--- src/rtl/rr_pkg.sv ---
// Shared types and helpers for the round-robin request/grant interface.
// Used by rr_requester and by the arbiter's test environment.
package rr_pkg;

  localparam int RR_CLIENTS     = 32;
  localparam int RR_MAX_CLIENTS = 256;
  localparam int RR_MAX_IDW     = 8;

  typedef struct packed {
    logic overflow;
    logic protocol;
  } rr_err_t;

  // OR of the indices of all set bits; exact for one-hot input, zero for zero input.
  function automatic logic [RR_MAX_IDW-1:0] onehot_to_bin(input logic [RR_MAX_CLIENTS-1:0] i_vec);
    logic [RR_MAX_IDW-1:0] idx;
    idx = '0;
    for (int i = 0; i < RR_MAX_CLIENTS; i++) begin
      if (i_vec[i]) begin
        idx = idx | RR_MAX_IDW'(i);
      end
    end
    return idx;
  endfunction

endpackage

--- src/rtl/rr_client_counter.sv ---
// Saturating outstanding-request counter for one client; request and
// enq_ready are decoded from the registered count only.
module rr_client_counter #(
  parameter int DEPTH = 4,
  parameter int CW    = $clog2(DEPTH + 1)
) (
  input  logic i_clock,
  input  logic i_reset_n,
  input  logic i_enq,
  input  logic i_grant,
  output logic o_enq_ready,
  output logic o_request,
  output logic o_overflow
);

  logic [CW-1:0] r_count;
  logic [CW-1:0] w_count_nxt;
  logic          w_full;
  logic          w_empty;
  logic          w_inc;
  logic          w_dec;

  assign w_full  = (r_count == CW'(DEPTH));
  assign w_empty = (r_count == '0);
  assign w_inc   = i_enq & ~w_full;
  assign w_dec   = i_grant & ~w_empty;

  // Simultaneous inc and dec cancel, so request never glitches low.
  always_comb begin
    w_count_nxt = r_count;
    if (w_inc && !w_dec) begin
      w_count_nxt = r_count + CW'(1);
    end else if (!w_inc && w_dec) begin
      w_count_nxt = r_count - CW'(1);
    end
  end

  always_ff @(posedge i_clock or negedge i_reset_n) begin
    if (!i_reset_n) begin
      r_count <= '0;
    end else begin
      r_count <= w_count_nxt;
    end
  end

  assign o_enq_ready = ~w_full;
  assign o_request   = ~w_empty;
  assign o_overflow  = i_enq & w_full;

endmodule

--- src/rtl/rr_requester.sv ---
// Client-side front end for rr_arbiter: per-client request counters, grant
// legality checking, registered binary grant stream and sticky error flags.
module rr_requester
  import rr_pkg::*;
#(
  parameter int CLIENTS = RR_CLIENTS,
  parameter int DEPTH   = 4,
  parameter int IDW     = $clog2(CLIENTS),
  parameter int CW      = $clog2(DEPTH + 1)
) (
  input  logic               i_clock,
  input  logic               i_reset_n,
  input  logic [CLIENTS-1:0] i_enq,
  output logic [CLIENTS-1:0] o_enq_ready,
  output logic [CLIENTS-1:0] o_request,
  input  logic [CLIENTS-1:0] i_grant,
  output logic               o_stall,
  input  logic               i_sink_ready,
  output logic               o_grant_valid,
  output logic [IDW-1:0]     o_grant_id,
  output logic               o_overflow_err,
  output logic               o_protocol_err
);

  logic [CLIENTS-1:0]        w_request;
  logic [CLIENTS-1:0]        w_enq_ready;
  logic [CLIENTS-1:0]        w_overflow;
  logic [CLIENTS-1:0]        w_grant_eff;
  logic [RR_MAX_CLIENTS-1:0] w_grant_wide;
  logic                      w_grant_any;
  logic                      w_not_onehot;
  logic                      w_unrequested;
  logic                      w_stalled_grant;
  logic                      w_illegal;
  logic                      w_grant_ok;

  logic                      r_grant_valid;
  logic [IDW-1:0]            r_grant_id;
  rr_err_t                   r_err;

  assign o_stall = ~i_sink_ready;

  // An illegal grant is ignored entirely: no decrement, no grant_valid.
  assign w_grant_any     = |i_grant;
  assign w_not_onehot    = |(i_grant & (i_grant - CLIENTS'(1)));
  assign w_unrequested   = |(i_grant & ~w_request);
  assign w_stalled_grant = w_grant_any & ~i_sink_ready;
  assign w_illegal       = w_grant_any & (w_not_onehot | w_unrequested | w_stalled_grant);
  assign w_grant_ok      = w_grant_any & ~w_illegal;
  assign w_grant_eff     = w_grant_ok ? i_grant : '0;

  always_comb begin
    w_grant_wide              = '0;
    w_grant_wide[CLIENTS-1:0] = i_grant;
  end

  for (genvar g = 0; g < CLIENTS; g++) begin : g_client
    rr_client_counter #(
      .DEPTH (DEPTH),
      .CW    (CW)
    ) u_counter (
      .i_clock     (i_clock),
      .i_reset_n   (i_reset_n),
      .i_enq       (i_enq[g]),
      .i_grant     (w_grant_eff[g]),
      .o_enq_ready (w_enq_ready[g]),
      .o_request   (w_request[g]),
      .o_overflow  (w_overflow[g])
    );
  end

  // grant_id holds its last value whenever no legal grant is consumed.
  always_ff @(posedge i_clock or negedge i_reset_n) begin
    if (!i_reset_n) begin
      r_grant_valid <= 1'b0;
      r_grant_id    <= '0;
      r_err         <= '0;
    end else begin
      r_grant_valid <= w_grant_ok;
      if (w_grant_ok) begin
        r_grant_id <= IDW'(onehot_to_bin(w_grant_wide));
      end
      r_err.overflow <= r_err.overflow | (|w_overflow);
      r_err.protocol <= r_err.protocol | w_illegal;
    end
  end

  assign o_request      = w_request;
  assign o_enq_ready    = w_enq_ready;
  assign o_grant_valid  = r_grant_valid;
  assign o_grant_id     = r_grant_id;
  assign o_overflow_err = r_err.overflow;
  assign o_protocol_err = r_err.protocol;

endmodule

--- config.mk ---
export PLATFORM = sky130hd
export DESIGN_NAME = rr_requester
export DESIGN_NICKNAME = d
export VERILOG_FILES = /design/src/rtl/rr_pkg.sv /design/src/rtl/rr_client_counter.sv /design/src/rtl/rr_requester.sv
export SDC_FILE = /design/constraint.sdc
export NUM_CORES = 1
export LEC_CHECK = 0
export CAP_MARGIN = 20
export CORE_UTILIZATION = 57
export CTS_BUF_LIST = sky130_fd_sc_hd__clkbuf_8
export CTS_CLUSTER_SIZE = 25
export DETAILED_ROUTE_END_ITERATION = 7
export PLACE_DENSITY = 0.86
export SLEW_MARGIN = 20
export SYNTH_ARGS = -nofsm -noshare
export SYNTH_HDL_FRONTEND = slang
export SYNTH_SLANG_ARGS = --single-unit
--- constraint.sdc ---
create_clock -name i_clock -period 4.57 [get_ports i_clock]
set_input_delay 1.1425 -clock i_clock [delete_from_list [all_inputs] [get_ports i_clock]]
set_output_delay 1.1425 -clock i_clock [all_outputs]
set_load 0.01 [all_outputs]
Yosys cells after proc, flatten, opt, wreduce, memory -nomap -nowiden --
Index checks and enable logic that the tools add are counted. W data, S select, Z words.
Operators by class: mux-type cells 384, $add $sub $neg 65, bitwise operators 172, equality and inequality tests 32, reduce and logical (&&, ||, !) cells 196
Operators by type and width (count):
- $mux W5 | 272
- $mux W3 | 100
- $reduce_or A32 Y1 | 4
- $and A1 B1 Y1 | 99
- $add A3 B1 Y3 const B | 32
- $eq A3 B3 Y1 const B | 32
- $logic_not A3 Y1 | 32
- $sub A3 B1 Y3 const B | 32
- $not A1 Y1 | 66
- $and A32 B32 Y32 | 2
- $logic_and A1 B1 Y1 | 64
- $logic_not A1 Y1 | 64
- $reduce_bool A2 Y1 | 32
- $mux W32 | 1
- $mux W4 | 8
- $not A32 Y32 | 1
- $sub A32 B1 Y32 const B | 1
- $mux W2 | 2
- $or A1 B1 Y1 | 4
- $mux W1 | 1
Word-level totals: word-level logic and storage cells 885, bits in registers 104, bits of input ports 67

Depth between registers and ports, before layout --
Gate-level depths: netlist of the first run.
depth after elaboration 297, mapped depth 15, gate-level depth less buffers 13

Modules after synthesis --
Synthesis of the first run repeated with hierarchy kept, for this count alone.
Unflattened totals: cells, all modules 746, area total of the unflattened synthesis 7499.7 µm²
By module, submodules not included:
- rr_client_counter | times used 32, cells each 17, area an instance 190.2 µm², sequential area each 75.1 µm²
- rr_requester | times used 1, cells each 202, area an instance 1413.9 µm², sequential area each 200.2 µm²

Least setup slack after synthesis of the first run --
Ideal clock, no wire load.
path type input -> register, start point input i_grant[1], end point register g_client[14].u_counter.r_count[1], path slack -64 ps, setup time 125 ps, stages 13, path buffers 2, arrival 4509 ps, cells stage by stage or4_4 > or4_1 > clkbuf_1 > nor4_1 > o311ai_1 > a2111o_1 > nor3_4 > buf_2 > nand3_1 > ha_1 > inv_1 > fa_1 > mux2_2
Between the ends: word-level cells in the longest chain between the ends 13
Ends and longest elaborated chain:
- start, declared | line rr_requester.sv:16 | input logic [CLIENTS-1:0] i_grant,
- $sub A32 B1 Y32 | line rr_requester.sv:45 | assign w_not_onehot = |(i_grant & (i_grant - CLIENTS'(1)));
- $and A32 B32 Y32 | line rr_requester.sv:45
- $reduce_or A32 Y1 | line rr_requester.sv:45
- $or A1 B1 Y1 (2 in a row) | line rr_requester.sv:48 | assign w_illegal = w_grant_any & (w_not_onehot | w_unrequested | w_stalled_grant);
- $and A1 B1 Y1 | line rr_requester.sv:48
- $not A1 Y1 | line rr_requester.sv:49 | assign w_grant_ok = w_grant_any & ~w_illegal;
- $and A1 B1 Y1 * | line rr_requester.sv:49
- $mux W32 * | line rr_requester.sv:50 | assign w_grant_eff = w_grant_ok ? i_grant : '0;
- $and A1 B1 Y1 * | line rr_client_counter.sv:26 | assign w_dec = i_grant & ~w_empty;
- $logic_not A1 Y1 * | line rr_client_counter.sv:31 | if (w_inc && !w_dec) begin
- $logic_and A1 B1 Y1 * | line rr_client_counter.sv:31
- $mux W3 * | line rr_client_counter.sv:31
- via g_client[14].u_counter.w_count_nxt[1] | line rr_client_counter.sv:17 | logic [CW-1:0] w_count_nxt;
- end signal, assigned | line rr_client_counter.sv:42 | r_count <= w_count_nxt;
- end, declared | line rr_client_counter.sv:16 | logic [CW-1:0] r_count;
Mark *: on every way through the listed nets, which the timed path passes. The rest lies on a longest branch. A chain may end at the register's enable or synchronous reset.

Worst setup path after layout of the first run --
Same ends and word-level chain as after synthesis.

==> results.yml, run 1 <==
placed_design:
  portBuffers: 139
  dpl_cell_area_sq_um: 9926
  gp_congestion: 0.9573
  place_hpwl_mm: 17.18
routing:
  viasPerCell: 5.960
  dr.first_iter.drc_count: 711
  vias: 7098
  routed_wl_mm: 23.62
  drt-wirelength-per-cell_um: 19.83
  first_pass_iters: 5
  ant_nets: 0
  drc: 0
timing:
  setup_viol: 6
  post-route-period-util_pct: 100.7
  clock_skew_ps: 8.563
  worstMarginPinSlew_ps: 736.6
  period_needed_ps: 4603
  worst_slack_ps: -33.35
  slew_headroom_pct: 50.20
  final_max_slew_viol_count: 0
  clock.fmax_mhz: 217.2
  hold_viol_final: 0
cts:
  hold_buffers: 0
  cts_tree: "done"
  cts_root_buffer: "clkbuf_8"
  insertion_delay_ps: 400
  clkSinkCount: 104
  cts.clk_slew.worst_paths_ps: 100
  htree_num_levels: 3
  cts_buffer_depth: 2
  numCtsBuffers: 9
worst_setup_path:
  worst_path_max_delay_cell: "or4_4"
  slowest_delay_ps: 540
  critPathCaptureType: "register"
  crit_type: "in2reg"
  cp_num_buf_inv: 5
  cp-start-kind: "input port"
  crit_top_cell: "buf_6"
  worstPathMaxFanout: 5
  path_cells: "dlygate4sd2_1, or4_4, or4_4, buf_6, nor4_4, nor3_2, a2111o_1, nor3_4, buf_6, buf_6, nand3_2, ha_4, inv_2, fa_1, mux2_4"
  worstPathArrival_ps: 4900
  cp.required_ps: 4870
  critPathTopFamily: "simple AND/OR/NAND/NOR gates"
global_routing:
  grtUsageMet2_pct: 57.02
  grt.overflow.total: 0
  grt_max_degree: 40
  grt_pass1_wl_mm: 37.47
  track_usage_pct: 34.97
  grt_use_met1_pct: 41.53
  top_usage_layer: "met2"
  grt_pass1_vias: 7386
  met3_usage_pct: 9.593
  grt_antenna_before_repair: 0
power:
  swShare_pct: 41.75
  seqPwrFrac_pct: 35.2
  p_sw_w: 0.002487
  p_leak_nw: 4.324
  powerDensity_nw_per_um2: 571.3
  ir_drop_v: 0.0002791
  comb_power_share_pct: 53.7
  p_int_w: 0.003471
  clkPwrFrac_pct: 11.2
synthesis:
  synth-seq-cells: 104
  synth.distinct_cells: 45
  ys_warn_count: 0
  synth_ff_type: "dfrtp_1"
  async_reset_ff_share_pct: 100.0
  synth_nets: 914
  ys_seq_area_share_pct: 34.15
  synth_edf_count: 0
  syn_inst: 783
  synth.avg_cell_area_sq_um: 9.733
  netlist_area_sq_um: 7621
final_layout:
  antenna_cells: 0
  synthToLayoutAreaGrowth_pct: 36.84
  fin_nets: 1146
  final_cell_area_sq_um: 10430
  fillCellCount: 694
  layout-drive-gt1-share_pct: 28.26
  final_core_util_pct: 81.32
floorplan:
  core_sq_um: 12820
  die_x_um: 117.6
  fp-row-count: 41
  chipHeight_um: 117.6
  die_area_sq_um: 13840
  io_pins: 140
  start_util_pct: 59.42
status:
  failed_checks: "setup timing"
  outcome: "complete, but fails checks"
min_path:
  hold_class: "reg2reg"
job:
  drv_cap: 0
power groups by stage:
stage	sequential (W)	combinational (W)	clock, W
after floorplan	0.00192	0.00214	0
after global placement	0.00205	0.00286	0
after detailed placement	0.00209	0.00306	0
after CTS	0.00208	0.00313	0.000668
after global routing	0.00220	0.00350	0.000704
final	0.00210	0.00320	0.000665
stage by stage:
step	power (W)	cells	setup slack [ps]	hold WS, ps	setup TNS, ps
6_report	0.005958	1191	-33.35	510.0	-121.0
5_1_grt	0.006400	1191	-48.32	527.0	-304.4
4_1_cts	0.005877	1193	20.38	522.6	0
3_5_place_dp	0.005149	1165	-630.2	495.3	-37160
3_3_place_gp	0.004906	1165	-535.2	491.3	-31560
2_1_floorplan	0.004059	783	-49.33	474.7	-726.9
worst min-delay path: stages, from the launching register on:
cell,delay (ps)
dfrtp_1,360
o31ai_1,70
o21ai_0,60
synth_stat cells, types with 22 or more instances:
library cell | instances | area [sq um]
xnor2_1 | 32 | 280.3
mux2_2 | 36 | 405.4
fa_1 | 32 | 640.6
nand3_1 | 65 | 325.3
nor4b_1 | 22 | 192.7
xor2_1 | 64 | 560.5
ha_1 | 32 | 400.4
nor2_1 | 75 | 281.5
nand2_1 | 38 | 142.6
buf_4 | 66 | 495.5
dfrtp_1 | 104 | 2603
inv_1 | 45 | 168.9
or3_1 | 26 | 162.7
and2_1 | 32 | 200.2
repair_timing:
| action | in CTS | in global routing |
|---|---|---|
| buffers inserted | 10 | 2 |
| pin swaps | 13 | 4 |
| cloned | 3 | 0 |
| endpoints found under the hold margin | 0 | 0 |
| resized for setup | 48 | 23 |
| setup endpoints to repair | 51 | 52 |
sequential cells by signal, indices dropped and copies added, names as in the netlist:
signal and count:
o_protocol_err 1, o_grant_valid 1, o_grant_id 5, o_overflow_err 1
g_client.u_counter.r_count 96
cell families (layout without fill, tap and decap cells):
logic type      after synthesis  after routing  synth area share, %
compound gates               37             37                3.793
xor+xnor                     96             96                11.03
mux                          36             36                5.319
simple gates                330            330                23.07
fa+ha+maj                    64             64                13.66
buf+inv                     116            352                8.980
flops                       104            104                34.15
layout make-up:
class	instances	area (sq um)	share of cell area [%]
Clock buffer	10	137.6	1.320
Clock inverter	5	81.33	0.7798
Inverter	45	168.9	1.620
Multi-Input combinational cell	563	4652	44.61
Sequential cell	104	2603	24.95
Tap cell	172	215.2	2.064
Timing Repair Buffer	292	2571	24.65
placed cells by master (no fill, tap or decap), drive strengths merged, types with 20 or more instances in the layout:
master         Yosys  layout
clkdlybuf4s50      0     127
and2              32      32
or3               26      26
inv               45      45
nand2             38      38
dfrtp            104     104
buf               67     157
nor4              20      20
nor4b             22      22
nor2              75      75
xor2              64      64
nor3              21      21
xnor2             32      32
ha                32      32
fa                32      32
mux2              36      36
nand3             65      65
worst paths after layout:
| check | slack (ps) | end | start | cells past startpoint |
|---|---|---|---|---|
| worst min register to register | 510 | o_grant_id[4] | o_grant_id[4] | 2 |
| min in group asynchronous | 700 | g_client[3].u_counter.r_count[1] | i_reset_n | 1 |
| worst max register to register | 1040 | g_client[14].u_counter.r_count[1] | g_client[26].u_counter.r_count[0] | 14 |
| worst min-delay path | 510 | o_grant_id[4] | o_grant_id[4] | 2 |
| worst max-delay path | -30 | g_client[14].u_counter.r_count[1] | i_grant[1] | 15 |
| max in group asynchronous | 2950 | g_client[15].u_counter.r_count[1] | i_reset_n | 2 |
per-layer routing:
metal	up-vias	wire length, um
met1	3433	8775
met4	0	1346
met3	121	2237
li1	3136	-
met5	-	0
met2	408	11260
(Power assumes the default switching activity.)
==> run 2, diff against run 1 <==
- CORE_UTILIZATION: 57 -> 30
- PLACE_DENSITY: 0.86 -> not set
- SKIP_CTS_REPAIR_TIMING: not set -> 1
==> results.yml, run 2 (synthesized netlist as in run 1, its figures left out) <==
status:
  outcome: "complete, but fails checks"
  failed_checks: "setup timing"
floorplan:
  start_util_pct: 30.97
  io_pins: 140
  core_sq_um: 24600
  die_area_sq_um: 26050
  fp-row-count: 57
  chipHeight_um: 161.4
  die_x_um: 161.4
placed_design:
  place_inst: 1319
  place_hpwl_mm: 18.42
  portBuffers: 139
  gp_congestion: 0.9038
cts:
  insertion_delay_ps: 390
  numCtsBuffers: 9
  cts.clk_slew.worst_paths_ps: 100
  clkSinkCount: 104
  cts_tree: "done"
  cts_buffer_depth: 2
  htree_num_levels: 3
  cts_root_buffer: "clkbuf_8"
worst_setup_path:
  cp-start-kind: "input port"
  worstPathArrival_ps: 4840
  timing.rr.start: "g_client[16].u_counter.r_count[0]"
  worstPathMaxFanout: 7
  cp_num_buf_inv: 5
  slowest_delay_ps: 540
  critPathTopFamily: "simple AND/OR/NAND/NOR gates"
  crit_start: "i_grant[5]"
  cp.required_ps: 4840
  worst_path_max_delay_cell: "or4_4"
  critPathCaptureType: "register"
  path_cells: "buf_6, or4_4, or4_4, buf_4, nor4_1, nor3_1, a2111o_1, nor3_4, buf_6, buf_12, nand3_2, ha_2, inv_2, fa_1, mux2_4"
  crit_type: "in2reg"
global_routing:
  grt_use_met1_pct: 24.82
  track_usage_pct: 18.10
  top_usage_layer: "met2"
  grt_antenna_before_repair: 0
  grtUsageMet2_pct: 29.41
  grt_max_degree: 57
  grt_pass1_wl_mm: 36.02
  met3_usage_pct: 2.594
  grt_pass1_vias: 6686
  grt.overflow.total: 0
timing:
  setup_viol: 1
  clock_skew_ps: 15.04
  worstMarginPinSlew_ps: 706.6
  post-route-period-util_pct: 100.0
  hold_viol_final: 0
  period_needed_ps: 4571
  final_max_slew_viol_count: 0
  slew_headroom_pct: 52.90
  clock.fmax_mhz: 218.8
  tns_ps: -1.133
  worst_slack_ps: -1.133
  rsz0062_at_grt: "true"
routing:
  ant_nets: 0
  dr.first_iter.drc_count: 412
  routed_wl_mm: 23.06
  drc: 0
  first_pass_iters: 5
  vias: 6545
  drt-wirelength-per-cell_um: 17.17
  viasPerCell: 4.873
min_path:
  min_from: "o_protocol_err"
  hold_class: "reg2reg"
final_layout:
  final_common_cell: "buf_4"
  final_core_util_pct: 43.52
  fillCellCount: 2346
  largest_reg_flops: 96
  layout-drive-gt1-share_pct: 28.95
  regMostFlops: "g_client.u_counter.r_count"
  final_cell_mix: "145 x buf_4, 122 x clkdlybuf4s50_1, 104 x dfrtp_1, 74 x nor2_1, 63 x xor2_1"
  synthToLayoutAreaGrowth_pct: 40.52
  antenna_cells: 0
  stdcell_count: 1343
  fin_nets: 1145
job:
  drv_cap: 0
power:
  ir_drop_v: 0.0002183
  p_leak_nw: 4.405
  powerDensity_nw_per_um2: 533.1
run 2: cell types whose count changed in the layout (fill, tap and decap cells not counted), moves of 3 or more:
| cell | change |
|---|---|
| dlygate4sd2_1 | -3 |
| nand3_1 | -6 |
| ha_4 | +5 |
| clkinv_2 | +4 |
| clkdlybuf4s50_1 | -5 |
| buf_2 | -3 |
| inv_1 | -5 |
| nand3_4 | +4 |
| dlymetal6s2s_1 | +10 |
| inv_2 | +6 |
| ha_2 | -5 |
run 2: power by group:
part	total, W	switching (W)	internal, W	leakage (nW)
Sequential	0.00205	0.000659	0.00139	1.22
Combinational	0.00312	0.00137	0.00175	3.09
Clock	0.000536	0.000342	0.000194	0.0941
run 2: through the flow:
step / setup slack (ps) / area (sq um) / hold WS [ps] / total power [W]
after floorplan: -49.33 / 7761 / 474.7 / 0.004059
after detailed placement: -637.0 / 10130 / 494.5 / 0.005116
after CTS: -228.7 / 10290 / 519.0 / 0.005674
after global placement: -621.9 / 10130 / 493.1 / 0.005005
after global routing: -165.2 / 10710 / 529.7 / 0.006224
final: -1.133 / 10710 / 510.6 / 0.005709
run 2: final timing paths:
check	end	slack (ps)	cells after the start
worst max-delay path	g_client[16].u_counter.r_count[1]	-1	15
worst min-delay path	o_protocol_err	510	1
worst max register to register	g_client[16].u_counter.r_count[1]	1050	14
worst min register to register	o_protocol_err	510	1
max in group asynchronous	g_client[5].u_counter.r_count[2]	3040	2
min in group asynchronous	g_client[3].u_counter.r_count[0]	770	1
run 2: final cells by class:
type	instances	area, sq um	area share, %
clock buffers	9	123.9	1.157
clock inverters	7	37.54	0.3505
inverters	45	168.9	1.577
repair buffers	291	2643	24.68
flip-flops and latches	104	2603	24.30
multi-input cells	563	4728	44.15
well taps	324	405.4	3.785
run 2: metal layers:
layer  wire length, um  up-vias  share of wire [%]
li1                  -     3125                  -
met1             10500     3218                 46
met2             10930      177                 47
met3              1143       25                5.0
met4               481        0                2.1
met5                 0        -                  0
==> run 3, diff against run 2 <==
- GPL_ROUTABILITY_DRIVEN: not set -> 0
==> results.yml, run 3 (synthesized netlist as in run 1, its figures left out) <==
cts:
  cts_root_buffer: "clkbuf_8"
  clkSinkCount: 104
  htree_num_levels: 3
  insertion_delay_ps: 390
  cts_buffer_depth: 2
  numCtsBuffers: 9
  cts_tree: "done"
  cts.clk_slew.worst_paths_ps: 90
final_layout:
  synthToLayoutAreaGrowth_pct: 38.56
  layout-drive-gt1-share_pct: 27.61
  fin_nets: 1140
  final_common_cell: "buf_4"
  final_cell_mix: "143 x buf_4, 121 x clkdlybuf4s50_1, 104 x dfrtp_1, 75 x nor2_1, 64 x xor2_1"
  antenna_cells: 0
  fillCellCount: 2381
  multi_input_area_sq_um: 4604
  ff_latch_area_sq_um: 2603
  largest_reg_flops: 96
  regMostFlops: "g_client.u_counter.r_count"
min_path:
  hold_class: "reg2reg"
timing:
  hold_viol_final: 0
  post-route-period-util_pct: 99.64
  hold_ws_ps: 520.2
  clock_skew_ps: 16.18
  rsz0062_at_grt: "true"
  setup_viol: 0
  slew_headroom_pct: 50.60
  final_max_slew_viol_count: 0
  worstMarginPinSlew_ps: 730.8
  clock.fmax_mhz: 219.6
  period_needed_ps: 4554
floorplan:
  chipHeight_um: 161.4
  start_util_pct: 30.97
  die_x_um: 161.4
  fp-row-count: 57
  core_sq_um: 24600
  die_area_sq_um: 26050
  io_pins: 140
worst_setup_path:
  cp_num_buf_inv: 4
  slowest_delay_ps: 540
  critPathTopFamily: "simple AND/OR/NAND/NOR gates"
  cp.required_ps: 4840
  crit_type: "in2reg"
  crit_top_cell: "or4_4"
  path_cells: "clkbuf_2, or4_4, or4_4, nor4_4, o311ai_2, a2111o_1, nor3_4, buf_6, buf_12, nand3_4, ha_4, inv_2, fa_1, mux2_4"
  worst_path_max_delay_cell: "or4_4"
  critPathCaptureType: "register"
  cp-start-kind: "input port"
  worstPathArrival_ps: 4830
  worstPathMaxFanout: 8
power:
  powerDensity_nw_per_um2: 543.3
  p_leak_nw: 4.367
  ir_drop_v: 0.0002480
  total_power_w: 0.005738
global_routing:
  grt_pass1_wl_mm: 35.42
  grt_max_degree: 58
  track_usage_pct: 17.76
  grt.overflow.total: 0
  grt_antenna_before_repair: 0
  grt_pass1_vias: 6475
routing:
  ant_nets: 0
  dr.first_iter.drc_count: 295
  drc: 0
  vias: 6455
  routed_wl_mm: 22.67
  drt-wirelength-per-cell_um: 16.94
  viasPerCell: 4.824
  first_pass_iters: 5
job:
  drv_cap: 0
placed_design:
  portBuffers: 139
  place_hpwl_mm: 18.11
status:
  outcome: "finished clean"
## run 3: path summary, 6_finish.rpt
| path | startpoint | to | slack (ps) | cells after the start |
|---|---|---|---|---|
| setup reg to reg | g_client[1].u_counter.r_count[0] | g_client[16].u_counter.r_count[1] | 1090 | 14 |
| hold / removal | o_protocol_err | o_protocol_err | 520 | 1 |
| hold reg to reg | o_protocol_err | o_protocol_err | 520 | 1 |
| min in group asynchronous | i_reset_n | g_client[8].u_counter.r_count[0] | 760 | 1 |
| max in group asynchronous | i_reset_n | g_client[17].u_counter.r_count[2] | 3010 | 2 |
| setup / recovery | i_grant[5] | g_client[16].u_counter.r_count[1] | 20 | 14 |
## run 3: metal layers
metal  global-route usage [%]  vias to the layer above  share of wire [%]
met2                    28.06                      167                 47
met3                    3.005                       29                5.3
met4                    6.647                        0                2.3
met5                        0                        -                  0
met1                    24.29                     3131                 46
li1                         -                     3128                  -
## run 3: final cells by class
type / count / area share (%)
repair buffers: 286 / 24.30
inverters: 45 / 1.600
flip-flops and latches: 104 / 24.64
well taps: 324 / 3.839
multi-input cells: 563 / 43.60
clock buffers: 9 / 1.173
clock inverters: 7 / 0.8412
## run 3: per-stage QoR
| stage | instances | setup slack (ps) | TNS [ps] | utilization (%) | instance area [sq um] |
|---|---|---|---|---|---|
| 6_report | 1338 | 16.35 | 0 | 42.92 | 10560 |
| 5_1_grt | 1338 | -67.64 | -660.8 | 42.92 | 10560 |
| 4_1_cts | 1330 | -282.1 | -10040 | 41.89 | 10310 |
| 3_5_place_dp | 1314 | -721.1 | -46670 | 41.02 | 10090 |
| 3_3_place_gp | 1314 | -702.2 | -45380 | 41.02 | 10090 |
| 2_1_floorplan | 783 | -49.33 | -726.9 | - | 7761 |
## run 3: power breakdown
| group | switching [W] | internal, W | leakage, nW | total (W) |
|---|---|---|---|---|
| logic | 0.00132 | 0.00171 | 3.03 | 0.00304 |
| clock network | 0.000341 | 0.000305 | 0.112 | 0.000646 |
| registers | 0.000664 | 0.00139 | 1.22 | 0.00206 |
| total | 0.00233 | 0.00341 | 4.37 | 0.00574 |
